===== config.mk =====
export PLATFORM = sky130hd
export DESIGN_NAME = bcd_display_scanner
export DESIGN_NICKNAME = d
export VERILOG_FILES = /design/src/rtl/bcd_display_pkg.sv /design/src/rtl/bcd_display_scanner_tick_divider.sv /design/src/rtl/bcd_display_scanner.sv
export SDC_FILE = /design/constraint.sdc
export NUM_CORES = 1
export LEC_CHECK = 0
export CAP_MARGIN = 5
export CORE_MARGIN = 4
export CORE_UTILIZATION = 50
export DETAILED_ROUTE_END_ITERATION = 7
export PLACE_DENSITY = 0.73
export SLEW_MARGIN = 10
export SYNTH_ARGS = -nofsm -noshare
export SYNTH_HDL_FRONTEND = slang
export SYNTH_SLANG_ARGS = --single-unit
export TNS_END_PERCENT = 5

===== constraint.sdc =====
create_clock -name clk -period 2.8 [get_ports clk]
set_input_delay 0.28 -clock clk [delete_from_list [all_inputs] [get_ports clk]]
set_output_delay 0.28 -clock clk [all_outputs]
set_load 0.03 [all_outputs]

===== src/rtl/bcd_display_pkg.sv =====
// Shared types and helpers for the multiplexed 7-segment BCD display scanner.
package bcd_display_pkg;

    typedef logic [3:0] bcd_digit_t;

    localparam bcd_digit_t BCD_BLANK = 4'hF;

    // Callers truncate the result to their own digit count (up to 32 digits).
    function automatic logic [31:0] onehot(input int unsigned idx);
        onehot = 32'd1 << idx;
    endfunction

endpackage


===== src/rtl/bcd_display_scanner_tick_divider.sv =====
// Prescaler: counts 0..PRESCALE-1 while enabled and pulses tick on the terminal count.
module tick_divider #(
    parameter int PRESCALE = 50000
) (
    input  logic clk,
    input  logic rst,
    input  logic en,
    output logic tick
);

    localparam int CW = (PRESCALE > 1) ? $clog2(PRESCALE) : 1;

    logic [CW-1:0] cnt_q, cnt_d;

    always_comb begin
        tick  = en && (cnt_q == CW'(PRESCALE - 1));
        cnt_d = cnt_q;
        if (tick)
            cnt_d = '0;
        else if (en)
            cnt_d = cnt_q + 1'b1;
    end

    always_ff @(posedge clk) begin
        if (rst)
            cnt_q <= '0;
        else
            cnt_q <= cnt_d;
    end

endmodule


===== src/rtl/bcd_display_scanner.sv =====
// Time-multiplexed BCD display scanner with double-buffered frame and optional
// leading-zero blanking.
module bcd_display_scanner
    import bcd_display_pkg::*;
#(
    parameter int NUM_DIGITS    = 4,
    parameter int PRESCALE      = 50000,
    parameter int BLANK_LEADING = 1
) (
    input  logic                          clk,
    input  logic                          rst,
    input  logic                          enable,
    input  logic                          load,
    input  logic [4*NUM_DIGITS-1:0]       digits_in,
    input  logic [NUM_DIGITS-1:0]         dp_in,
    output logic [3:0]                    bcd_out,
    output logic [NUM_DIGITS-1:0]         an,
    output logic                          dp_out,
    output logic [$clog2(NUM_DIGITS)-1:0] digit_idx,
    output logic                          frame_done
);

    localparam int IW = $clog2(NUM_DIGITS);

    logic                    tick;
    logic                    wrap;
    logic [IW-1:0]           idx_q, idx_d;
    logic [4*NUM_DIGITS-1:0] act_digits_q, act_digits_d;
    logic [NUM_DIGITS-1:0]   act_dp_q, act_dp_d;
    logic [4*NUM_DIGITS-1:0] pend_digits_q, pend_digits_d;
    logic [NUM_DIGITS-1:0]   pend_dp_q, pend_dp_d;
    logic                    pend_vld_q, pend_vld_d;
    logic                    frame_done_q, frame_done_d;
    logic [NUM_DIGITS-1:0]   blank;
    logic                    zero_above;
    bcd_digit_t              cur_digit;

    tick_divider #(.PRESCALE(PRESCALE)) u_div (
        .clk  (clk),
        .rst  (rst),
        .en   (enable),
        .tick (tick)
    );

    assign wrap = tick && (idx_q == IW'(NUM_DIGITS - 1));

    always_comb begin
        idx_d         = idx_q;
        act_digits_d  = act_digits_q;
        act_dp_d      = act_dp_q;
        pend_digits_d = pend_digits_q;
        pend_dp_d     = pend_dp_q;
        pend_vld_d    = pend_vld_q;
        frame_done_d  = wrap;
        if (tick)
            idx_d = wrap ? '0 : idx_q + 1'b1;
        // A load landing on the boundary itself goes straight to the active frame.
        if (wrap) begin
            pend_vld_d = 1'b0;
            if (load) begin
                act_digits_d = digits_in;
                act_dp_d     = dp_in;
            end else if (pend_vld_q) begin
                act_digits_d = pend_digits_q;
                act_dp_d     = pend_dp_q;
            end
        end else if (load) begin
            pend_digits_d = digits_in;
            pend_dp_d     = dp_in;
            pend_vld_d    = 1'b1;
        end
    end

    always_ff @(posedge clk) begin
        if (rst) begin
            idx_q         <= '0;
            act_digits_q  <= '0;
            act_dp_q      <= '0;
            pend_digits_q <= '0;
            pend_dp_q     <= '0;
            pend_vld_q    <= 1'b0;
            frame_done_q  <= 1'b0;
        end else begin
            idx_q         <= idx_d;
            act_digits_q  <= act_digits_d;
            act_dp_q      <= act_dp_d;
            pend_digits_q <= pend_digits_d;
            pend_dp_q     <= pend_dp_d;
            pend_vld_q    <= pend_vld_d;
            frame_done_q  <= frame_done_d;
        end
    end

    // Walk down from the most significant digit; blank while everything above is zero.
    always_comb begin
        zero_above = 1'b1;
        blank      = '0;
        for (int i = NUM_DIGITS - 1; i >= 1; i--) begin
            zero_above = zero_above && (act_digits_q[4*i +: 4] == 4'd0);
            blank[i]   = (BLANK_LEADING != 0) && zero_above;
        end
    end

    assign cur_digit = act_digits_q[{idx_q, 2'b00} +: 4];

    always_comb begin
        an      = '0;
        bcd_out = BCD_BLANK;
        dp_out  = 1'b0;
        if (rst) begin
            bcd_out = '0;
        end else if (enable) begin
            an      = NUM_DIGITS'(onehot(32'(idx_q)));
            bcd_out = blank[idx_q] ? BCD_BLANK : cur_digit;
            dp_out  = act_dp_q[idx_q];
        end
    end

    assign digit_idx  = idx_q;
    assign frame_done = frame_done_q;

endmodule


==> results.txt, run 1 <==
For this block, the routed nets add up to 7.700 mm of wire. Between clock sinks in the finished design, the worst skew comes to 0.007603 ns. Setup violations remaining at the end of the flow were counted as 0. The net count after synthesis was 411; the number of flip-flops and latches in the synthesized netlist was 60. For the count of buffers added by post-CTS timing repair for setup, the log shows 0.

First-pass iteration count of the detailed router: 4. For the CTS sink count, the log shows 60. The signal on the critical path passes through mux4_2, o21ba_2, clkdlybuf4s50_1. STA puts the critical path data required time at 2.52 ns.

The count of input and output buffers was 35; the total negative setup slack was 0 ns. The number of synthesized flops with an enable pin was 0; the clock-pin slew reported for the worst setup and hold paths after clock tree synthesis was 0.07 ns. After synthesis, flip-flops and latches occupy 36.81% of the total area.

The tools report the total core area as 0.006350 mm². Across all register-to-register paths, the minimum setup slack is 0.47 ns. The worst setup path is captured at a primary output. The filler cells instantiated in the layout total 546. The logs give 9 for the total clock buffers created by CTS and 0 for the number of maximum-capacitance violations. The CTS H-tree depth came out at 3. After layout, the worst path uses 91.66% of the clock period.

Counting along the longest clock path gives a buffer depth of 2. The startpoint type of the worst setup path was a flop. At the later pin of the worst-skew pair, clock insertion delay measures 0.35 ns.

The routed layout has 2941 vias. The die covers 0.007883 mm². The power density over the cells is 461.5 mW/mm². Of all flip-flops after synthesis, the portion carrying an async set or reset was 0%. The worst-margin pin slew works out to 0.5155 ns. 0 antenna diodes ended up in the layout. Global routing finished with a remaining overflow of 0.

Signed area change from the synthesized netlist to the final layout: 17.18%. The flow ran to the end, and the final reports show no timing, DRC or antenna violations. Buffers inserted to repair hold after CTS numbered 0. Relative contribution of combinational cells to total power: 10.2%. The count of cells resized by post-cts repair was 0.

The floorplan step set the die height to 88.79 µm. The largest single stage delay on the critical path is 0.59 ns. For the part of the total power dissipated in sequential elements, the log shows 51.2%.

Among all flip-flop cells after synthesis, the most frequent one is sky130_fd_sc_hd__dfxtp_1. Dividing the detail-routed via count by the number of cells gives 6.027. The maximum fanout count along the critical path was 7. The critical-path cell with the highest stage delay is sky130_fd_sc_hd__clkdlybuf4s50_1. TritonCTS built the clock tree. Summed over all nets, the switching power comes to 451.1 µW.

At the worst endpoint, the arrival time is 2.29 ns. The post-place setup slack is 0.4457 ns. The first global-routing pass estimated 13.06 mm of wire. The synthesized design devotes to its leading area cell type 36.81% of total area. After detailed routing, the number of remaining DRC violations is 0. Based on the critical path, the design can be clocked at up to 0.3896 GHz. The die is 88.79 µm wide. The class of the tightest hold or removal check is input port to flop. The run gives 382 as the number of instances in the synthesized netlist. After layout, the minimum clock period comes to 2.567 ns. Starting DRC count in detailed routing: 213. The clock network burns 38.7% of the power.

The global-route total usage across every layer was 21.35%. In the final layout, the share of cells above drive strength 1 is 9.976%. The biggest area contributor in the post-synthesis netlist is sky130_fd_sc_hd__dfxtp_1. Across the VDD grid, the largest voltage drop is 0.3243 mV. The count of nets left with antenna violations once routing finished came out at 0. The final number of hold-violating endpoints came out at 0.

Leaving out fill and tap cells, the most frequent cell in the layout is sky130_fd_sc_hd__dfxtp_1. The root buffer cell was sky130_fd_sc_hd__clkbuf_8. The final layout contains 435 nets. The logs give 359 µm for the total met3 wirelength after detailed routing and 2825 for the via count of the first global-routing pass. The number of antenna violations at the first check in global routing is 0, and the total leakage power is 0.001428 µW. The mapped cell area is 0.003263 mm², and the mean post-synth cell area is 8.542 µm².

In this run the core area contains 29 standard-cell rows. Sorting the synthesized cells by area gives the leading types as sky130_fd_sc_hd__dfxtp_1 (37%), sky130_fd_sc_hd__and4b_1 (6.1%), sky130_fd_sc_hd__a311oi_1 (5.4%), sky130_fd_sc_hd__or3_1 (4.4%), sky130_fd_sc_hd__nand3_1 (4.0%). Topmost layer with routed signal wires: met4.

The run gives 0 as the number of warnings reported in the yosys synthesis log. The max-slew violation count is 0, and the net switching fraction of the power is 25.56%. The library cells used most frequently in the layout, excluding fill and tap cells, are sky130_fd_sc_hd__dfxtp_1 (60), sky130_fd_sc_hd__clkdlybuf4s50_1 (34), sky130_fd_sc_hd__nand3_1 (26). The initial utilization of the core area, before any placement, comes to 51.39%.

Relative slew slack: 65.64%. Cell internal power was estimated by the tool at 1313 µW. In the detailed route, the total length drawn on met2 is 3.792 mm.

The wire length per cell was 15.78 µm. Category of the most critical setup path: flop to primary output. The HPWL after detailed placement is 5.299 mm. For this block, wires on met1 add up to 3.429 mm.

The number of distinct library cells after synthesis came out at 35. Setup slack closes at 0.2334 ns. Setup repair after global routing left no endpoint under its margin. Pin placement for this block handled 36 I/O pins.

The largest net degree at the start of global routing is 61. For the global placer's final weighted congestion, the log shows 0.7870.
## metal layers
metal	track usage, %	vias up
li1	-	1466
met1	25.99	1408
met2	35.22	57
met3	7.169	10
met4	7.418	0
met5	0	-
## Yosys cell counts (all sizes together), types with 20 or more instances
master	instances
a21oi	22
a311oi	20
and4b	20
clkbuf	25
dfxtp	60
nand2	24
nand2b	20
nand3	26
nor2	21
nor3	21
o21ai	22
or3	23
## power by group through the flow
| stage | combinational, µW | sequential [µW] | clock (µW) |
|---|---|---|---|
| floorplan | 114 | 916 | 0 |
| global placement | 174 | 920 | 0 |
| detailed placement | 179 | 921 | 0 |
| CTS | 180 | 902 | 705 |
| global route | 200 | 905 | 743 |
| finish | 179 | 903 | 683 |
## state kept, by name, indices dropped and copies added (netlist names)
register       cells
frame_done         1
pend_vld_q         1
act_dp_q           4
pend_digits_q     16
u_div.cnt_q       16
pend_dp_q          4
act_digits_q      16
digit_idx          2
## cell type report
type | instances | area [µm²] | share of cell area, %
multi-input cells | 282 | 1874 | 49.02
flip-flops and latches | 60 | 1201 | 31.41
repair buffers | 50 | 470.5 | 12.30
clock buffers | 12 | 145.1 | 3.796
well taps | 77 | 96.34 | 2.520
clock inverters | 4 | 25.02 | 0.6544
inverters | 3 | 11.26 | 0.2945
## metrics by stage
step / power [µW] / instance area, µm² / utilization, % / cells / hold WS (ns)
finish: 1765 / 3824 / 60.22 / 488 / 0.3926
global route: 1849 / 3824 / 60.22 / 488 / 0.4159
CTS: 1787 / 3824 / 60.22 / 488 / 0.3691
detailed placement: 1100 / 3654 / 57.54 / 472 / 0.4893
global placement: 1094 / 3654 / 57.54 / 472 / 0.4676
floorplan: 1030 / 3263 / - / 382 / 0.4571
## cells by family (layout without fill, tap and decap cells)
logic type	Yosys count	after routing	share of synthesized area [%]
AND/OR/NAND/NOR	186	186	33.86
AO/OA/AOI/OAI	70	70	13.80
flip-flops	60	60	36.81
buffers and inverters	40	69	5.752
XOR/XNOR	13	13	3.489
multiplexers	8	8	4.371
adder cells (fa/ha/maj)	5	5	1.917
## worst max-delay path: cells and delay by family (launching register included)
family | cells | cell delay (ns)
buffers and inverters | 1 | 0.59
multiplexers | 1 | 0.55
flip-flops | 1 | 0.55
AO/OA/AOI/OAI | 1 | 0.24
## path summary, 6_finish.rpt
kind,startpoint,endpoint,cells past startpoint
hold / removal,rst,frame_done,2
setup reg to reg,u_div.cnt_q[0],act_digits_q[5],7
hold reg to reg,u_div.cnt_q[15],u_div.cnt_q[15],2
setup / recovery,digit_idx[0],bcd_out[2],3
No activity file was read; power rests on OpenSTA's default activity.
==> inputs of run 2 (changes only) <==
Settings changed: PLACE_DENSITY 0.73 to 0.81, SLEW_MARGIN 10 to 20, SYNTH_HIERARCHICAL set to 1.
==> results.txt, run 2 <==
For the starting DRC count in detailed routing, the log shows 81 (-62%). The internal power was 1465 µW (+12%). The effective utilization at floorplan is 51.78% (+0.39 points).

The run gives 0.002851 mm² (-13%) as the mapped cell area. In this run the worst hold path is classified as input port to flop. The number of distinct library cells after synthesis was 34 (-2.9%); the power density over the cells was 543.9 mW/mm² (+18%).

The logs give 0.3810 GHz (-2.2%) for the upper clock frequency limit and 2.957 mm (-22%) for the routed wire length on met2. The die width is 83.52 µm (-5.9%). For this run, the leading register cell type out of synthesis is sky130_fd_sc_hd__dfxtp_1. The share of synthesized flip-flops with an asynchronous set or reset is 0% (unchanged). The max-slew violation count is 0 (unchanged), and the required arrival time at the worst endpoint is 2.52 ns (about the same).

The combined area of the multi-input logic cells is 0.001501 mm² (-20%). After synthesis, the cell types taking the most area are sky130_fd_sc_hd__dfxtp_1 (42%), sky130_fd_sc_hd__mux2i_1 (8.1%), sky130_fd_sc_hd__nand2_1 (6.1%), sky130_fd_sc_hd__nor2_1 (5.7%), sky130_fd_sc_hd__a211oi_2 (4.4%). Net count after synthesis: 340 (-17%). The die area came out at 0.006976 mm² (-12%).

The tools report the DRC violation count after routing as 0 (unchanged). The peak ir drop on the vdd network is 0.5501 mV (+70%), and the count of final setup violators is 0 (unchanged). The number of flip-flops and latches in the synthesized netlist is 60 (unchanged). sky130_fd_sc_hd__dfxtp_1 takes more of the synthesized area than any other cell.

The via count of the first global-routing pass is 2223 (-21%). Maximum clock skew at final layout: 0.008128 ns (+0.0005248 ns). The largest net degree at the start of global routing is 24 (-61%).

The run gives 45.2% (+6.5 points) as the clock share of power. For the overall via count from detail_route, the log shows 2301 (-22%). TritonCTS built the clock tree.

The tools report the instance area after placement as 0.003254 mm² (-11%). The tools report the total core area as 0.005507 mm² (-13%). Startpoint type of the worst setup path: a flop. The wire length per cell came out at 13.83 µm (-12%).

The summed area of non-filler cells in the final layout was 0.003476 mm² (-9.1%). The run gives 7.9% (-2.3 points) as the relative contribution of combinational cells to total power. In the post-synthesis netlist, the cell with the most instances is sky130_fd_sc_hd__dfxtp_1. The utilization after layout came out at 63.12% (+2.9 points). The share of the clock period used by the worst path after layout works out to 93.73% (+2.1 points).

The root buffer cell was sky130_fd_sc_hd__clkbuf_8. The number of warnings reported in the yosys synthesis log was 6 (+6); the clock-pin slew reported for the worst setup and hold paths after clock tree synthesis was 0.07 ns (about the same). The data arrival time of the critical path came out at 2.34 ns (+0.05 ns).

The routed metal-1 wire length is 2.522 mm (-26%), and the length in cells of the worst reg-to-reg path is 8 (+1). Global placer's final weighted congestion: 0.9556 (+21%). The CTS sink count was 60 (unchanged); the total net switching power was 425.0 µW (-5.8%).

The number of rows created at floorplan is 27 (-6.9%). The signed area change from the synthesized netlist to the final layout works out to 21.90%. Counting instances in the post-synthesis netlist gives the leading cell types as sky130_fd_sc_hd__dfxtp_1 (60), sky130_fd_sc_hd__nand2_1 (46), sky130_fd_sc_hd__nor2_1 (43), sky130_fd_sc_hd__mux2i_1 (23), sky130_fd_sc_hd__a21oi_1 (21). The logs give 46.8% (-4.4 points) for the part of the total power dissipated in sequential elements and 9 (unchanged) for the total clock buffers created by CTS. The minimum clock period was 2.624 ns (+0.05777 ns); the count of input and output buffers was 35 (unchanged). The CTS H-tree depth is 3 (unchanged).

The hold-critical path depth works out to 2 (unchanged). The total inserted antenna cells was 0 (unchanged); the number of synthesized flops with an enable pin was 0 (unchanged). The later-pin clock latency in the skew report was 0.33 ns (-0.02 ns). The share of the synthesized area in the top cell type is 42.12% (+5.3 points), and the total met3 wirelength after detailed routing is 302 µm (-16%). The net switching fraction of the power came out at 22.48% (-3.1 points).

The HPWL after detailed placement is 4.099 mm (-23%). The topmost layer with routed signal wires was met4. The tools report the number of maximum-capacitance violations as 0 (unchanged). Mean post-synth cell area: 9.169 µm² (+7.3%). Register area share after synthesis: 42.12% (+5.3 points).

The logs give 65.97% (+0.34 points) for the relative slew slack and 17.51% (-3.8 points) for the global-route total usage across every layer. Detailed-route vias per instance: 5.427 (-10%). The run gives 376 (-14%) as the final net count. The die height works out to 83.52 µm (-5.9%). The count of fill cells added during filler insertion came out at 465 (-15%). The element type at the critical path end was a primary output.

The first-pass GRT wire length was 9.839 mm (-25%). The category of the most critical setup path is flop to primary output. The footprint of the flip-flops and latches was 0.001201 mm² (unchanged); the maximum fanout count along the critical path was 4 (-3).

The total length of routed wires came out at 5.865 mm (-24%). The library cells used most frequently in the layout, excluding fill and tap cells, are sky130_fd_sc_hd__dfxtp_1 (60), sky130_fd_sc_hd__nand2_1 (46), sky130_fd_sc_hd__nor2_1 (43). In the final layout, the registers with the most flip-flops are act_digits_q: 16 flops, pend_digits_q: 16 flops, u_div/cnt_q: 16 flops.

The logs give 0 (unchanged) for the count of antenna-violating nets left after detailed routing and 0.001290 µW (-9.6%) for the total leakage power. The flow ran to the end, and the final reports show no timing, DRC or antenna violations. The tools report the global route total overflow as 0 (unchanged). The first-pass iteration count of the detailed router was 4 (unchanged). The number of instances in the synthesized netlist was 311 (-19%); the share of final-layout standard cells stronger than drive strength 1 was 13.07% (+3.1 points).

The tools report the final number of hold-violating endpoints as 0 (unchanged). The worst-margin pin slew came out at 0.5093 ns (-0.006163 ns). For the deepest clock path buffer count, the log shows 2 (unchanged). The library cell used most frequently in the layout, excluding fill and tap cells, is sky130_fd_sc_hd__dfxtp_1.

The tools report the boundary pin count as 36 (unchanged). The number of antenna violations at the first check in global routing came out at 0 (unchanged).
## run 2: cell count changes after synthesis, sizes merged, moves of 18 or more
| cell | before | now |
|---|---|---|
| nand2 | 24 | 46 |
| nor2 | 21 | 43 |
| or3 | 23 | 1 |
| o21ai | 22 | 1 |
| a211oi | 1 | 21 |
| a311oi | 20 | 0 |
| and4b | 20 | 0 |
| clkbuf | 25 | 5 |
| mux2i | 3 | 23 |
| nand2b | 20 | 0 |
| nand3 | 26 | 6 |
| nor3 | 21 | 3 |
## run 2: logic make-up (layout without fill, tap and decap cells)
kind of cell,after synthesis,count (layout),synth area share (%)
XOR/XNOR,14,14,4.300
AO/OA/AOI/OAI,52,52,14.57
AND/OR/NAND/NOR,122,122,19.44
adder cells (fa/ha/maj),5,5,2.194
buffers and inverters,30,71,5.221
flip-flops,60,60,42.12
multiplexers,28,28,12.15
## run 2: metrics by stage
step	hold WS, ns	worst slack [ns]	total power, µW	cells	setup TNS [ns]
after floorplan	0.4160	0.7691	991.5	311	0
after CTS	0.3291	0.1510	1903	424	0
final	0.3424	0.1757	1890	424	0
after global routing	0.3738	-0.06896	1959	424	-0.1284
after detailed placement	0.4458	0.4328	1055	408	0
after global placement	0.4403	0.4491	1050	408	0
## run 2: worst paths after layout
check                          from           endpoint  slack [ns]
setup / recovery    act_digits_q[8]         bcd_out[0]        0.18
hold / removal                  rst   pend_digits_q[1]        0.34
setup reg to reg     u_div/cnt_q[5]   act_digits_q[10]        0.65
hold reg to reg   pend_digits_q[11]  pend_digits_q[11]        0.45
## run 2: layer usage
layer,vias up,track usage [%]
met4,0,8.187
met3,7,5.035
li1,1163,-
met2,48,30.69
met5,-,0
met1,1083,19.51
## run 2: power groups by stage
stage	Clock [µW]	Sequential, µW	Combinational, µW
6_report	855	885	150
5_1_grt	908	887	164
4_1_cts	866	885	151
3_5_place_dp	0	904	151
3_3_place_gp	0	903	147
2_1_floorplan	0	902	89.8
## run 2: area by class of cell
class	instances	share of cell area, %
flip-flops and latches	60	34.56
clock buffers	11	4.068
clock inverters	5	2.160
repair buffers	46	12.46
well taps	72	2.592
multi-input cells	221	43.20
inverters	9	0.9719
## run 2: worst max-delay path: stages, from the launching register on
cell and delay (ns):
sky130_fd_sc_hd__dfxtp_1 0.32, sky130_fd_sc_hd__nor4_1 0.41, sky130_fd_sc_hd__nand4_1 0.25, sky130_fd_sc_hd__a41oi_1 0.31
sky130_fd_sc_hd__clkdlybuf4s50_1 0.72
## run 2: repair_timing
item / CTS / global route
gates resized for setup: 0 / 2
setup buffers: 0 / 0
setup endpoints to repair: 0 / 2
hold buffers: 0 / 0
